==> src/rtl/mlp_host_seq.sv <==
// mlp_host_seq: autonomous initiator for the MLP accelerator slave port.
// Streams inputs/weights in, runs the network, polls DONE, returns result.
module mlp_host_seq #(
    parameter int N_INPUTS       = 2,
    parameter int N_HIDDEN       = 4,
    parameter int N_OUTPUT       = 1,
    parameter int IN_WIDTH       = 16,
    parameter int WGT_WIDTH      = 16,
    parameter int OUT_WIDTH      = 16,
    parameter int TIMEOUT_CYCLES = 4096,
    localparam int SRC_WIDTH     = (IN_WIDTH > WGT_WIDTH) ? IN_WIDTH : WGT_WIDTH
) (
    input  logic                 clk,
    input  logic                 rst,
    input  logic                 start,
    output logic                 busy,
    output logic                 done,
    output logic                 error_timeout,
    output logic [OUT_WIDTH-1:0] result,
    input  logic                 src_valid,
    output logic                 src_ready,
    input  logic [SRC_WIDTH-1:0] src_data,
    output logic                 mlp_write_en,
    output logic [1:0]           mlp_addr,
    output logic [31:0]          mlp_writedata,
    input  logic [31:0]          mlp_readdata,
    input  logic                 mlp_irq
);

    localparam int N_HW = N_HIDDEN * (N_INPUTS + 1);
    localparam int N_OW = N_OUTPUT * (N_HIDDEN + 1);
    localparam int M1 = (N_HW > N_OW) ? N_HW : N_OW;
    localparam int M2 = (M1 > N_INPUTS) ? M1 : N_INPUTS;
    localparam int M3 = (M2 > TIMEOUT_CYCLES) ? M2 : TIMEOUT_CYCLES;
    localparam int CW = $clog2(M3 + 1);

    localparam logic [CW-1:0] LAST_IN = CW'(N_INPUTS - 1);
    localparam logic [CW-1:0] LAST_HW = CW'(N_HW - 1);
    localparam logic [CW-1:0] LAST_OW = CW'(N_OW - 1);
    localparam logic [CW-1:0] LAST_TO = CW'(TIMEOUT_CYCLES - 1);

    localparam logic [1:0] A_CTRL = 2'd0;
    localparam logic [1:0] A_IN   = 2'd1;
    localparam logic [1:0] A_WGT  = 2'd2;
    localparam logic [1:0] A_OUT  = 2'd3;

    typedef enum logic [3:0] {
        S_IDLE, S_CLR, S_LOAD_IN, S_LOAD_HW, S_SEL_OUT, S_LOAD_OW,
        S_GO, S_POLL, S_RD_ADDR, S_RD_CAP, S_ERR
    } state_t;

    state_t                 state, state_n;
    logic [CW-1:0]          cnt, cnt_n;
    logic                   armed, armed_n;
    logic                   wr_n, err_n;
    logic [1:0]             addr_n;
    logic [31:0]            data_n;
    logic [OUT_WIDTH-1:0]   res_n;
    logic                   hs;
    logic [31:0]            src_ext;
    logic                   unused_bits;

    assign unused_bits = ^{mlp_irq, mlp_readdata};
    assign src_ext     = 32'(signed'(src_data));
    assign busy        = (state != S_IDLE) && (state != S_ERR);
    assign done        = (state == S_RD_CAP);
    assign src_ready   = !mlp_write_en &&
                         (state inside {S_LOAD_IN, S_LOAD_HW, S_LOAD_OW});
    assign hs          = src_valid && src_ready;

    // State, bus registers and counters; bus values hold through gap cycles
    always_ff @(posedge clk or negedge rst) begin
        if (!rst) begin
            state         <= S_IDLE;
            cnt           <= '0;
            armed         <= 1'b0;
            mlp_write_en  <= 1'b0;
            mlp_addr      <= '0;
            mlp_writedata <= '0;
            error_timeout <= 1'b0;
            result        <= '0;
        end else begin
            state         <= state_n;
            cnt           <= cnt_n;
            armed         <= armed_n;
            mlp_write_en  <= wr_n;
            mlp_addr      <= addr_n;
            mlp_writedata <= data_n;
            error_timeout <= err_n;
            result        <= res_n;
        end
    end

    // Sequencer: a write is only issued when the previous strobe has dropped
    always_comb begin
        state_n = state;
        cnt_n   = cnt;
        armed_n = armed;
        wr_n    = 1'b0;
        addr_n  = mlp_addr;
        data_n  = mlp_writedata;
        err_n   = error_timeout;
        res_n   = result;
        unique case (state)
            S_IDLE: begin
                if (start) begin
                    state_n = S_CLR;
                    err_n   = 1'b0;
                    cnt_n   = '0;
                end
            end
            S_CLR: begin
                if (!mlp_write_en) begin
                    wr_n    = 1'b1;
                    addr_n  = A_CTRL;
                    data_n  = 32'h0;
                    state_n = S_LOAD_IN;
                end
            end
            S_LOAD_IN: begin
                if (hs) begin
                    wr_n   = 1'b1;
                    addr_n = A_IN;
                    data_n = src_ext;
                    if (cnt == LAST_IN) begin
                        cnt_n   = '0;
                        state_n = S_LOAD_HW;
                    end else begin
                        cnt_n = cnt + CW'(1);
                    end
                end
            end
            S_LOAD_HW: begin
                if (hs) begin
                    wr_n   = 1'b1;
                    addr_n = A_WGT;
                    data_n = src_ext;
                    if (cnt == LAST_HW) begin
                        cnt_n   = '0;
                        state_n = S_SEL_OUT;
                    end else begin
                        cnt_n = cnt + CW'(1);
                    end
                end
            end
            S_SEL_OUT: begin
                if (!mlp_write_en) begin
                    wr_n    = 1'b1;
                    addr_n  = A_CTRL;
                    data_n  = 32'h8;
                    state_n = S_LOAD_OW;
                end
            end
            S_LOAD_OW: begin
                if (hs) begin
                    wr_n   = 1'b1;
                    addr_n = A_WGT;
                    data_n = src_ext;
                    if (cnt == LAST_OW) begin
                        cnt_n   = '0;
                        state_n = S_GO;
                    end else begin
                        cnt_n = cnt + CW'(1);
                    end
                end
            end
            S_GO: begin
                if (!mlp_write_en) begin
                    wr_n   = 1'b1;
                    addr_n = A_CTRL;
                    data_n = 32'h1;
                end else if (mlp_addr == A_CTRL) begin
                    state_n = S_POLL;
                    armed_n = 1'b0;
                    cnt_n   = '0;
                end
            end
            S_POLL: begin
                if (!armed) begin
                    armed_n = 1'b1;
                end else if (mlp_readdata[1]) begin
                    state_n = S_RD_ADDR;
                    addr_n  = A_OUT;
                end else if (cnt == LAST_TO) begin
                    state_n = S_ERR;
                    err_n   = 1'b1;
                end else begin
                    cnt_n = cnt + CW'(1);
                end
            end
            S_RD_ADDR: begin
                addr_n  = A_CTRL;
                state_n = S_RD_CAP;
            end
            S_RD_CAP: begin
                res_n   = mlp_readdata[OUT_WIDTH-1:0];
                state_n = S_IDLE;
            end
            S_ERR: begin
                state_n = S_IDLE;
            end
            default: state_n = S_IDLE;
        endcase
    end

endmodule

==> config.mk <==
export PLATFORM = sky130hd
export DESIGN_NAME = mlp_host_seq
export DESIGN_NICKNAME = d
export VERILOG_FILES = /design/src/rtl/mlp_host_seq.sv
export SDC_FILE = /design/constraint.sdc
export NUM_CORES = 1
export LEC_CHECK = 0
export ABC_AREA = 1
export BUFFER_PORTS_ARGS = -buffer_cell sky130_fd_sc_hd__clkbuf_2
export CORE_ASPECT_RATIO = 2
export CORE_UTILIZATION = 50
export CTS_BUF_LIST = sky130_fd_sc_hd__clkbuf_8
export CTS_CLUSTER_SIZE = 25
export DETAILED_ROUTE_END_ITERATION = 16
export GPL_ROUTABILITY_DRIVEN = 1
export PLACE_DENSITY = 0.79
export SLEW_MARGIN = 10
export SYNTH_ARGS = -nofsm -noshare
export SYNTH_HDL_FRONTEND = slang
export SYNTH_SLANG_ARGS = --single-unit
==> constraint.sdc <==
create_clock -name clk -period 4.92 [get_ports clk]
set_input_delay 1.476 -clock clk [delete_from_list [all_inputs] [get_ports clk]]
set_output_delay 1.476 -clock clk [all_outputs]
set_load 0.1 [all_outputs]
* Word level (Yosys, flattened, before mapping)
Index checks and enable logic that the tools add are counted.
** Storage, ports and cells
- Register bits :: 70
- Latch bits :: 0
- Memory bits (writable) :: 0
- ROM bits :: 0
- Bits of input ports :: 53
- Output and inout bits :: 55
- Word-level logic and storage cells :: 116
- Memories kept :: 0
** Operators by class
- Add/subtract/negate cells :: 1
- Multiply operators :: 0
- Divide/modulo/power cells :: 0
- Magnitude comparators :: 0
- Equal/unequal tests :: 35
- Shift operators :: 0
- Multiplexer cells :: 50
- Bitwise operators :: 0
- Reductions and logical operators :: 22
** Operator list (count)
- 13-bit 2-to-1 mux :: 12
- 32-bit 2-to-1 mux :: 4
- 32-bit one-hot mux with 4 select lines :: 1
- 13-bit one-hot mux with 6 select lines :: 1
- 4-bit 2-to-1 mux :: 14
- 4-bit one-hot mux with 9 select lines :: 1
- 2-bit inequality test (second input constant) :: 15
- 4-bit by 3-bit equality test with 1-bit output (second input constant) :: 4
- 13-bit by 1-bit adder with 13-bit output (second input constant) :: 1
- 13-bit by 1-bit equality test with 1-bit output (second input constant) :: 1
- 13-bit by 12-bit equality test with 1-bit output (second input constant) :: 1
- 13-bit by 3-bit equality test with 1-bit output (second input constant) :: 1
- 13-bit by 4-bit equality test with 1-bit output (second input constant) :: 1
- 13-bit AND reduction :: 1
- 2-bit 2-to-1 mux :: 5
- 2-bit by 1-bit inequality test with 1-bit output (second input constant) :: 5
- 2-bit one-hot mux with 5 select lines :: 1
- 10-bit AND reduction :: 1
- 5-bit AND reduction :: 2
- 4-bit by 2-bit equality test with 1-bit output (second input constant) :: 2
- 4-bit equality test (second input constant) :: 2
- 1-bit 2-to-1 mux :: 8
- 4-bit nonzero test :: 2
- 1-bit one-hot mux with 2 select lines :: 3
- other kinds (15) :: 19

* Logic depth before layout (Yosys ltp)
Gate-level depths: netlist of the first run.
- Depth in word-level cells :: 6
- Gate-level depth with buffers :: 12
- Gate-level depth less buffers :: 11

* Least setup slack after synthesis of the first run
OpenSTA, ideal clock, no wires.
- Kind :: register to output
- From :: register mlp_write_en
- To :: output src_ready
- Data arrival time :: 1844 ps
- Required time :: 3444 ps
- Slack :: 1600 ps
- Stages on the path, launching flop included :: 4
- Buffers on the path :: 2
- Cells stage by stage :: dfrtp_1 -> clkbuf_2 -> a21oi_1 -> buf_2
** Between the ends
- Word-level cells in the longest chain between the ends :: 2
** RTL lines
- from (decl) :: line 23 : output logic mlp_write_en,
- from (signal assigned) :: line 86 : mlp_write_en <= wr_n;
- 1-bit logical NOT
- 1-bit logical AND :: line 67 : assign src_ready = !mlp_write_en &&
- to (decl) :: line 21 : output logic src_ready,
No other way between the ends.

* Worst setup path after layout of the first run
- From :: register state[2]
- To :: output src_ready
** Between the ends
- Word-level cells in the longest chain between the ends :: 3
- Elaborated cells on any way between the ends :: 5
- Those cells by class :: eq/ne (3); reduce/logical (2)
** RTL lines
- from (decl) :: line 52 : state_t state, state_n;
- from (signal assigned) :: line 83 : state <= state_n;
- 4-bit by 2-bit equality test with 1-bit output or 4-bit by 3-bit equality test with 1-bit output (tied branches) :: line 68 : (state inside {S_LOAD_IN, S_LOAD_HW, S_LOAD_OW});
- 3-bit nonzero test * :: line 68
- 1-bit logical AND * :: line 67
Every way passes the cells marked *; elsewhere a longest branch is shown, timed or not.

==> out/summary.md, run 1 <==
The routed design could run at a clock period as short as 3.543 ns. In the layout the commonest cells are sky130_fd_sc_hd__nand2_1 (155), sky130_fd_sc_hd__clkbuf_2 (90), sky130_fd_sc_hd__dfrtp_1 (54). The repair_antennas step left the layout with diodes totalling 0. The remaining antenna violation count after routing was 0. After clock tree synthesis, the clock-pin slew on the worst setup and hold paths is 0.11 ns. The tool flagged a number of max-cap violations equal to 0. The number of buffers inserted by port buffering was 90. The run gives 507 as the number of nets in the synthesized netlist. The run gives 0.2823 GHz as the highest achievable clock rate. In this run the critical register-to-register path is captured at cnt[12]. The setup check on the worst reg-to-reg path leaves a slack of 2.66 ns. The hold path startpoint was result[11]. Slowest library cell on the worst path: sky130_fd_sc_hd__dfrtp_1.

The final hold violation count was 0. The detailed router placed 3,126 vias in this run. TritonCTS created 5 clock buffers.

Gates resized during post-CTS repair numbered 0. The logs give 39 for the pin count of the biggest net entering global routing and 0 for the number of hold-repair buffers added at the cts stage. The logs give 2,952 for the number of global-route vias before repair and 0 for the number of pins exceeding their max-slew limit in the final report. The first detailed-routing pass ran for 5 iterations.

The logs give 0 for the number of warnings printed during yosys synthesis and 0 for the remaining global-route overflow. The adder and majority cell fraction of the synthesized area is 0.01174, and the top-level port count is 108. The tree is rooted in a sky130_fd_sc_hd__clkbuf_8. The clock drives 54 sinks. In this run the deepest clock path goes through 2 buffers.

The H-tree was split into 2 levels. Fraction of synthesis flops using an asynchronous set or reset pin: 1.000. The via density per instance works out to 5.133. The horizontal extent of the die is 58.55 um. Post-route DRC violation count: 0.

At the worst endpoint, the required time is 3.44 ns. The wire-length estimate of the detail-placed layout is 6039 um. Along the worst hold path, the cell count comes to 2. The signed area change from the synthesized netlist to the final layout is 16.47%, and the largest stage delay on the critical path is 0.48 ns. Setup repair after global routing left no endpoint under its margin. The critical path start-end classification is reg -> out.

Leading cell type in the layout, fill and taps excluded: sky130_fd_sc_hd__nand2_1. The first global-routing pass estimated 12,750 um of wire. TritonCTS built the clock tree. The register bit count reported by yosys is 54.

Among all flip-flop cells after synthesis, the most frequent one is sky130_fd_sc_hd__dfrtp_1. Synthesis handed over a netlist of 451 instances. For the last weighted congestion value of the routability-driven placer, the log shows 0.9118. The compound-gate portion of the synthesized area is 0.09038, and the final worst slack is 1.377 ns. The arrival time reported for the critical path endpoint came out at 2.07 ns. The routed design has 8041 um of wire. The share of the clock period used by the worst path was 0.7201. Dominant combinational cell family by area after synthesis: simple AND/OR/NAND/NOR gates.

The transition time of the tightest slew-check pin works out to 0.7252 ns. The endpoint type of the worst setup path is an output pin. The worst register-to-register path begins at state[3].

Traced cell by cell, the critical path runs through nor2_1 > nand2_1 > a21oi_1 > buf_4 > clkbuf_2. The portion of netlist area occupied by mux cells came out at 0. The area of the die is 6739 um^2. The clock reaches the later pin of the worst-skew pair after 0.32 ns.

Prior to clock tree synthesis, the placed netlist has a worst setup slack of 1.765 ns. The distinct cell type count after synthesis was 31; the per-instance average area after synthesis was 7.091 um^2. The tools report the sequential area share after synthesis as 0.4225.

The number of flops mapped to enable cells by yosys came out at 0. The logs give 0 for the count of buffers added by post-CTS timing repair for setup and 0.6100 for the final standard cell utilization of the core. The number of DRC violations after detailed-routing iteration 0 was 197; the accumulated negative setup slack was 0 ns.

The worst setup path is launched from a flip-flop. The post-synthesis simple-gate area fraction is 0.3427, and the number of nets in the final layout is 580. Parity-gate share of the synthesized area counting xor and xnor cells: 0.01643. The floorplan die height was 115.1 um. Routed wire length per instance: 13.20 um. For the filler cell count in the final layout, the log shows 585. The region available for standard cell placement spans 6106 um^2.

The max-slew headroom at the worst pin is 0.5160, and the total setup violations reported at the end of the flow is 0. The worst hold path belongs to the class reg -> reg. Starting density of the core: 0.5238. For hold timing, the worst endpoint is result[11]. The proportion of layout cells with a drive suffix above 1 works out to 0.2267.

Measured in cells, the most critical reg-to-reg path has a length of 11. For the overall routing resource usage, the log shows 0.2491. The tools report the initial antenna violation count as 0. In this run the worst path has a maximum fanout of 15.

The row count was 40; the setup clock skew after layout was 0.008912 ns. For the area of the mapped netlist, the log shows 3198 um^2. The flow ran to the end, and the final reports show no timing, DRC or antenna violations.
## sequential cells by signal, indices dropped and copies added, names as in the netlist
signal,cells
mlp_addr,2
mlp_write_en,1
mlp_writedata,16
state,4
result,16
armed,1
error_timeout,1
cnt,13
## critical path: cells and delay by family (launching register included)
family / cells / cell delay, ns
AOI/OAI and AO/OA: 1 / 0.16
DFF: 1 / 0.48
buffers and inverters: 2 / 0.69
and+or+nand+nor: 2 / 0.41
## logic make-up after synthesis
group / after synthesis
XOR/XNOR: 6
adder cells (fa/ha/maj): 3
buffers and inverters: 77
AO/OA/AOI/OAI: 51
flip-flops: 54
AND/OR/NAND/NOR: 260
## synth_stat cells, types with 2 or more instances
master                     instances  area (um^2)
sky130_fd_sc_hd__clkbuf_1          6        22.52
sky130_fd_sc_hd__buf_4            16        120.1
sky130_fd_sc_hd__nor2_1           36        135.1
sky130_fd_sc_hd__inv_2             2        7.510
sky130_fd_sc_hd__nand3_1          48        240.2
sky130_fd_sc_hd__nor2_2            5        31.28
sky130_fd_sc_hd__nand4_1           7        43.79
sky130_fd_sc_hd__buf_6             2        22.52
sky130_fd_sc_hd__inv_1            45        168.9
sky130_fd_sc_hd__nand2_2           4        25.02
sky130_fd_sc_hd__nand2_1         155        581.8
sky130_fd_sc_hd__xor2_1            5        43.79
sky130_fd_sc_hd__buf_2             5        25.02
sky130_fd_sc_hd__dfrtp_1          54         1351
sky130_fd_sc_hd__a21oi_1           5        25.02
sky130_fd_sc_hd__o21ai_0          35        175.2
sky130_fd_sc_hd__nor3_1            2        10.01
sky130_fd_sc_hd__o211ai_1          4        30.03
sky130_fd_sc_hd__ha_1              3        37.54
## worst max path at each step
stage               slack [ns]  depth (start not counted)         to         start
global route              1.30                          5  src_ready      state[2]
finish                    1.38                          5  src_ready      state[2]
floorplan                 1.60                          3  src_ready  mlp_write_en
global placement          1.77                          5  src_ready      state[2]
detailed placement        1.77                          5  src_ready      state[2]
CTS                       1.39                          5  src_ready      state[2]
## metal layers
| layer | GRT usage | share of wire | vias up |
|---|---|---|---|
| met2 | 0.4628 | 0.55 | 124 |
| met4 | 0.1841 | 0.044 | 0 |
| li1 | - | - | 1561 |
| met5 | 0 | 0 | - |
| met1 | 0.2366 | 0.35 | 1411 |
| met3 | 0.03600 | 0.049 | 30 |
## through the flow
stage                     area, um^2  hold WS, ns  cells
final                           3725       0.4772    609
after global routing            3725       0.5069    609
after CTS                       3725       0.4825    609
after detailed placement        3603       0.4576    601
after global placement          3603       0.4544    601
after floorplan                 3198       0.4625    451
## final cells by class
type	count	area (um^2)	area share
multi-input cells	320	1475	0.3960
clock inverters	2	38.79	0.01041
repair buffers	96	495.5	0.1330
well taps	84	105.1	0.02822
flip-flops and latches	54	1351	0.3628
inverters	47	176.4	0.04736
clock buffers	6	82.58	0.02217
Power of run 1 is not shown: default switching activity piles up to over one toggle a cycle in this logic, so the estimate is an artifact.
==> run 2: changes to the inputs <==
CORE_UTILIZATION = 47   (was 50)
PLACE_DENSITY = 0.78   (was 0.79)
clock period = 2.8 ns   (was 4.92 ns; I/O delays follow)
==> run 2 against run 1 <==
  * Worst hold slack gained 0.0017 ns
  * First-iteration DRC count is the same
  * Critical path depth down 1
  * Flip-flop and latch count stayed put
  * Sequential share of layout area fell by 0.073 points
  * Global-route usage increased by 1.3 points
  * Largest cell class unchanged
==> out/summary.md, run 2 (synthesis gave the netlist of run 1 again) <==
Register-to-register path setup slack: 0.64 ns (was 2.66 ns). Number of vias in the routed layout: 3,172 (was 3,126). The largest fanout on the critical path was 7 (was 15). Root buffer selected by CTS: sky130_fd_sc_hd__clkbuf_8 (unchanged). The count of maximum capacitance violations came out at 0 (unchanged). The minimum clock period works out to 2.652 ns.

For the post-route DRC violation count, the log shows 0 (unchanged). The run gives 0.2619 (was 0.2491) as the overall routing resource usage. The pin count of the biggest net entering global routing is 55 (was 39). The starting density of the core is 0.4869 (was 0.5238).

The remaining global-route overflow is 0 (unchanged), and the final wirelength is 8490 um (was 8041 um). For the required time at the endpoint of the critical path, the log shows 1.96 ns (was 3.44 ns). The run gives 0 (unchanged) as the number of cells upsized or downsized after cts.

The final hold violation count was 0 (unchanged). The top-level port count was 108 (unchanged). Proportion of layout cells with a drive suffix above 1: 0.2286 (was 0.2267). The nature of the critical path startpoint was a flip-flop (unchanged). The CTS buffer count is 5 (unchanged).

The run gives 0 (unchanged) as the total setup violations reported at the end of the flow. For the area of the die, the log shows 7158 um^2 (was 6739 um^2). Routed wire length per instance: 13.85 um (was 13.20 um). Number of global-route vias before repair: 3,114 (was 2,952).

The run gives 1.81 ns (was 2.07 ns) as the arrival time reported for the critical path endpoint. The last weighted congestion value of the routability-driven placer is 0.9623 (was 0.9118). Registers with the most flip-flops: mlp_writedata x16, result x16, cnt x13 (unchanged).

The core area was 6569 um^2 (was 6106 um^2); the max-slew headroom at the worst pin was 0.5214 (was 0.5160). The count of buffers added by post-CTS timing repair for setup was 0 (unchanged). The class of the worst hold path is reg -> reg (unchanged). The via density per instance works out to 5.175 (was 5.133).

The final-layout worst hold slack was 0.4789 ns (was 0.4772 ns); the accumulated negative setup slack was 0 ns (unchanged). Capture point of the worst path: busy (was src_ready). Signed area change from the synthesized netlist to the final layout: 16.71% (was 16.47%). The endpoint of the worst register-to-register path is cnt[4] (was cnt[12]).

The largest stage delay on the critical path is 0.47 ns (was 0.48 ns), and the later-pin clock latency in the skew report is 0.31 ns (was 0.32 ns). Highest achievable clock rate: 0.3771 GHz. Cells traversed along the worst timing path: nor2_1 > nand2_1 > o21a_1 > clkbuf_2 (was nor2_1 > nand2_1 > a21oi_1 > buf_4 > clkbuf_2).

Horizontal extent of the die: 60.33 um (was 58.55 um). The number of nets in the final layout came out at 581 (was 580). The wire length of the first global-routing pass was 14,120 um (was 12,750 um); the worst reg2reg path depth was 9 (was 11).

The slowest library cell on the worst path is sky130_fd_sc_hd__dfrtp_1 (unchanged). TritonCTS built the clock tree. The number of buffers inserted by port buffering works out to 90 (unchanged). The share of the clock period used by the worst path is 0.9471. The run gives 0 (unchanged) as the remaining antenna violation count after routing. Critical path start-end classification: reg -> out (unchanged). Setup repair after global routing left no endpoint under its margin. The tools report the clock sink count as 54 (unchanged). The leading cell type in the layout, fill and taps excluded is sky130_fd_sc_hd__nand2_1 (unchanged).

The number of DRC violations after detailed-routing iteration 0 was 197 (unchanged). The tools report the endpoint type of the worst setup path as an output pin (unchanged). Top library cells by usage in the layout, fill and taps aside: sky130_fd_sc_hd__nand2_1 (155), sky130_fd_sc_hd__clkbuf_2 (88), sky130_fd_sc_hd__dfrtp_1 (54) (was sky130_fd_sc_hd__nand2_1 (155), sky130_fd_sc_hd__clkbuf_2 (90), sky130_fd_sc_hd__dfrtp_1 (54)). The setup clock skew after layout was 0.006611 ns (was 0.008912 ns); the register clock-pin slew on the reported worst setup and hold paths was 0.10 ns (was 0.11 ns). The transition time of the tightest slew-check pin was 0.7179 ns (was 0.7252 ns). For the number of pins exceeding their max-slew limit in the final report, the log shows 0 (unchanged). The initial antenna violation count is 0 (unchanged). For the first-pass detailed-route iteration total, the log shows 5 (unchanged).

The placed wire-length estimate after detailed placement was 6253 um (was 6039 um). The run gives 0 (unchanged) as the count of inserted antenna diode cells. The tools report the row count as 42 (was 40). The tools report the beginning of the worst register-to-register path as state[0] (was state[3]). The floorplan die height works out to 118.7 um (was 115.1 um). The H-tree depth is 2 (unchanged).

The tools report the critical path launch point as state[0] (was state[2]). For the number of hold-repair buffers added at the cts stage, the log shows 0 (unchanged). The run finished with clean final reports.

The run gives 2 (unchanged) as the maximum root-to-sink buffer count.
[run 2: changes by cell type in the layout (fill, tap and decap cells not counted)]
cell / before / now
sky130_fd_sc_hd__clkinv_2: 0 / 1
sky130_fd_sc_hd__clkbuf_2: 90 / 88
sky130_fd_sc_hd__buf_12: 0 / 2
sky130_fd_sc_hd__a21oi_1: 5 / 4
sky130_fd_sc_hd__bufinv_16: 1 / 0
sky130_fd_sc_hd__buf_4: 6 / 7
sky130_fd_sc_hd__a21oi_2: 0 / 1
sky130_fd_sc_hd__clkbuf_8: 6 / 5
[run 2: worst max-delay path: cells and delay by family (launching register included)]
kind                   cells  cell delay, ns
AND/OR/NAND/NOR            2            0.52
flip-flops                 1            0.47
buffers and inverters      1            0.37
AO/OA/AOI/OAI              1            0.15
[run 2: how the worst min path moves through the flow]
stage               depth (start not counted)  slack [ns]   endpoint  startpoint
global route                                2        0.51  result[4]   result[4]
CTS                                         2        0.48  result[0]   result[0]
detailed placement                          2        0.46  result[0]   result[0]
finish                                      2        0.48  result[0]   result[0]
floorplan                                   2        0.46      armed       armed
global placement                            2        0.45  result[7]   result[7]
[run 2: routing by layer]
| layer | share of wire | GRT usage |
|---|---|---|
| met5 | 0 | 0 |
| met4 | 0.046 | 0.1962 |
| met3 | 0.055 | 0.07440 |
| met2 | 0.55 | 0.4382 |
| met1 | 0.34 | 0.2555 |
[run 2: final cells by class]
cell class                 instances  area [um^2]
fill                             591         2836
multi-input combinational        320         1479
sequential                        54         1351
timing repair buffer              97        533.0
inverter                          47        176.4
tap                               88        110.1
clock buffer                       5        68.82
clock inverter                     2        13.76
[run 2: per-stage QoR]
step           utilization  worst slack, ns  instance area [um^2]  cells
2_1_floorplan            -           0.1158                  3198    451
3_3_place_gp        0.5550           0.4435                  3646    606
3_5_place_dp        0.5550           0.4141                  3646    606
4_1_cts             0.5676           0.1165                  3729    613
5_1_grt             0.5682          0.03685                  3732    613
6_report            0.5682           0.1480                  3732    613
Power of run 2 is left out for the same reason.
==> run 3: changes to the inputs <==
ABC_AREA = not set   (was 1)
CORE_UTILIZATION = 46   (was 47)
RECOVER_POWER = 50   (was not set)
==> run 3 against run 2 <==
  * Maximum frequency about the same
  * Global-route usage down 6.0 points
  * Clock-buffer cell count unchanged
  * Critical endpoint is now src_ready
  * Largest cell class is now flip-flops and latches
==> out/summary.md, run 3 <==
The share of Yosys cell area claimed by the top area cell type works out to 0.4613 (was 0.4225). Largest fanout on the critical path: 9 (was 7). Cells traversed along the worst timing path: nor2b_1 > nand3_1 > a21oi_4 > buf_12 (was nor2_1 > nand2_1 > o21a_1 > clkbuf_2). Minimum clock period: 2.650 ns (was 2.652 ns). The last weighted congestion value of the routability-driven placer was 0.9166 (was 0.9623); the number of cells upsized or downsized after cts was 0 (unchanged).

The logs give 0.007628 ns (was 0.006611 ns) for the setup clock skew after layout and 6710 um^2 (was 7158 um^2) for the area of the die. Most area-hungry cell type in the Yosys netlist: sky130_fd_sc_hd__dfrtp_1 (unchanged). The wire length of the first global-routing pass is 10,440 um (was 14,120 um), and the initial antenna violation count is 0 (unchanged). The signed area change from the synthesized netlist to the final layout is 18.54% (was 16.71%). For the final wirelength, the log shows 6664 um (was 8490 um). The run gives 0 (unchanged) as the remaining antenna violation count after routing. The flow ran to the end, and the final reports show no timing, DRC or antenna violations. The tools report the CTS buffer count as 5 (unchanged). The run gives 0 (unchanged) as the number of hold-repair buffers added at the cts stage. The top-level port count was 108 (unchanged). The max-slew headroom at the worst pin was 0.1138 (was 0.5214). The fraction of synthesis flops using an asynchronous set or reset pin was 1.000 (unchanged). Leading post-synthesis cells by instance count: sky130_fd_sc_hd__dfrtp_1 (54), sky130_fd_sc_hd__nand2_1 (23), sky130_fd_sc_hd__buf_4 (17), sky130_fd_sc_hd__mux2_2 (17), sky130_fd_sc_hd__a22o_1 (14) (was sky130_fd_sc_hd__nand2_1 (155), sky130_fd_sc_hd__dfrtp_1 (54), sky130_fd_sc_hd__nand3_1 (48)). The floorplan die height came out at 114.9 um (was 118.7 um).

The kind of cell adding the most delay to the critical path was simple AND/OR/NAND/NOR gates (unchanged). The run gives 62 (was 31) as the distinct cell type count after synthesis. The routed wire length per instance was 15.11 um (was 13.85 um); the register-to-register path setup slack was 0.38 ns (was 0.64 ns). The placed wire-length estimate after detailed placement was 4956 um (was 6253 um); the number of vias in the routed layout was 2,448 (was 3,172).

The per-instance average area after synthesis was 10.46 um^2 (was 7.091 um^2); the sequential area share after synthesis was 0.4613 (was 0.4225). The length of routed met2 wiring was 3777 um (was 4705 um). The maximum root-to-sink buffer count is 2 (unchanged), and the count of maximum capacitance violations is 0 (unchanged). The transition time of the tightest slew-check pin was 1.329 ns (was 0.7179 ns); the core area was 6056 um^2 (was 6569 um^2). The number of pins exceeding their max-slew limit in the final report is 0 (unchanged), and the number of global-route vias before repair is 2,309 (was 3,114). The via density per instance was 5.551 (was 5.175); the total setup violations reported at the end of the flow was 0 (unchanged). The highest achievable clock rate was 0.3774 GHz (was 0.3771 GHz). The tools report the post-route DRC violation count as 0 (unchanged). Slowest library cell on the worst path: sky130_fd_sc_hd__dfrtp_1 (unchanged). The uppermost metal layer occupied by signal nets was met4 (unchanged). Endpoint type of the worst setup path: an output pin (unchanged). The number of nets in the final layout is 412 (was 581), and the number of flops mapped to enable cells by yosys is 0 (unchanged). The run gives 110 (was 197) as the number of DRC violations after detailed-routing iteration 0. The critical path start-end classification is reg -> out (unchanged).

The H-tree depth is 2 (unchanged), and the remaining global-route overflow is 0 (unchanged). For the starting density of the core, the log shows 0.4837 (was 0.4869). The count of inserted antenna diode cells is 0 (unchanged). Setup repair after global routing left no endpoint under its margin.

The run gives 300 um (was 470 um) as the met3 routed wirelength. Root buffer selected by CTS: sky130_fd_sc_hd__clkbuf_8 (unchanged). Registers with the most flip-flops: mlp_writedata x16, result x16, cnt x13 (unchanged). The tools report the overall routing resource usage as 0.2015 (was 0.2619). The number of nets in the synthesized netlist was 336 (was 507).

The leading cell type in the layout, fill and taps excluded was sky130_fd_sc_hd__clkbuf_2 (was sky130_fd_sc_hd__nand2_1). The accumulated negative setup slack was 0 ns (unchanged). The share of the clock period used by the worst path was 0.9463 (was 0.9471).

The most common flop cell mapped by yosys is sky130_fd_sc_hd__dfrtp_1 (unchanged). The register clock-pin slew on the reported worst setup and hold paths was 0.09 ns (was 0.10 ns); the buffers plus inverters on the worst setup path was 1 (unchanged). TritonCTS built the clock tree. The horizontal extent of the die is 58.43 um (was 60.33 um). Largest cells by area after synthesis: sky130_fd_sc_hd__dfrtp_1 (46%), sky130_fd_sc_hd__mux2_2 (6.5%), sky130_fd_sc_hd__buf_4 (4.4%), sky130_fd_sc_hd__a22o_1 (4.2%), sky130_fd_sc_hd__nand2_1 (2.9%) (was sky130_fd_sc_hd__dfrtp_1 (42%), sky130_fd_sc_hd__nand2_1 (18%), sky130_fd_sc_hd__nand3_1 (7.5%), sky130_fd_sc_hd__o21ai_0 (5.5%), sky130_fd_sc_hd__inv_1 (5.3%)). The class of the worst hold path was reg -> reg (unchanged).

Most frequent cell after synthesis: sky130_fd_sc_hd__dfrtp_1 (was sky130_fd_sc_hd__nand2_1). The nature of the critical path startpoint was a flip-flop (unchanged). For the clock sink count, the log shows 54 (unchanged). The largest stage delay on the critical path is 0.53 ns (was 0.47 ns).

Row count: 40 (was 42). The tools report the required time at the endpoint of the critical path as 1.96 ns (about the same). Top library cells by usage in the layout, fill and taps aside: sky130_fd_sc_hd__clkbuf_2 (66), sky130_fd_sc_hd__dfrtp_1 (54), sky130_fd_sc_hd__nand2_1 (23), sky130_fd_sc_hd__clkbuf_1 (23), sky130_fd_sc_hd__mux2_2 (17) (was sky130_fd_sc_hd__nand2_1 (155), sky130_fd_sc_hd__clkbuf_2 (88), sky130_fd_sc_hd__dfrtp_1 (54)).

The proportion of layout cells with a drive suffix above 1 was 0.3249 (was 0.2286). Arrival time reported for the critical path endpoint: 1.81 ns (about the same). The later-pin clock latency in the skew report was 0.31 ns (about the same); the number of warnings printed during yosys synthesis was 0 (unchanged).

The pin count of the biggest net entering global routing is 55 (unchanged). The cell count after synthesis is 280 (was 451), and the count of buffers added by post-CTS timing repair for setup is 0 (unchanged). The number of buffers inserted by port buffering is 90 (unchanged).

The register bit count reported by yosys was 54 (unchanged); the first-pass detailed-route iteration total was 5 (unchanged). The area of the mapped netlist is 2929 um^2 (was 3198 um^2). The logs give 2406 um (was 2924 um) for the length of routed wiring on met1 and 0 (unchanged) for the final hold violation count.
==> run 3: kinds of logic after synthesis <==
| group | count (synthesis) | synth area share |
|---|---|---|
| fa+ha+maj | 3 | 0.01282 |
| flops | 54 | 0.4613 |
| xor+xnor | 2 | 0.005981 |
| buf+inv | 41 | 0.08372 |
| simple gates | 86 | 0.1722 |
| mux | 19 | 0.07219 |
| compound gates | 75 | 0.1918 |
==> run 3: worst register-to-register path, delay by kind of cell, from the launching register on <==
kind | cells | cell delay (ns)
AO/OA/AOI/OAI | 2 | 0.45
AND/OR/NAND/NOR | 4 | 1.16
flip-flops | 1 | 0.46
adder cells (fa/ha/maj) | 1 | 0.24
==> run 3: metrics by stage <==
step                      area, um^2  setup slack, ns  instances  utilization  hold slack [ns]
after floorplan                 2940           0.1994        280            -           0.4667
after global placement          3397           0.4099        433       0.5610           0.4665
after detailed placement        3397           0.4092        433       0.5610           0.4718
after CTS                       3506           0.1304        441       0.5789           0.5148
after global routing            3472          0.03507        441       0.5733           0.5259
final                           3472           0.1503        441       0.5733           0.5097
==> run 3: final timing paths <==
check,from,endpoint,cells after the start
max,state[0],src_ready,4
min,mlp_writedata[0],mlp_writedata[0],2
max reg2reg,cnt[0],cnt[11],7
min reg2reg,mlp_writedata[0],mlp_writedata[0],2
max in group asynchronous,rst,armed,2
min in group asynchronous,rst,mlp_writedata[14],2
==> run 3: metal layers <==
layer | track usage | up-vias
li1 | - | 1154
met1 | 0.2025 | 1189
met2 | 0.3824 | 92
met3 | 0.03487 | 13
met4 | 0.1000 | 0
met5 | 0 | -
==> run 3: final cells by class <==
cell class	count	area [um^2]
clock inverters	3	40.04
fillers	531	2584
inverters	9	33.78
clock buffers	5	68.82
repair buffers	101	531.8
flip-flops and latches	54	1351
multi-input cells	185	1341
well taps	84	105.1
Power of run 3 is left out for the same reason.
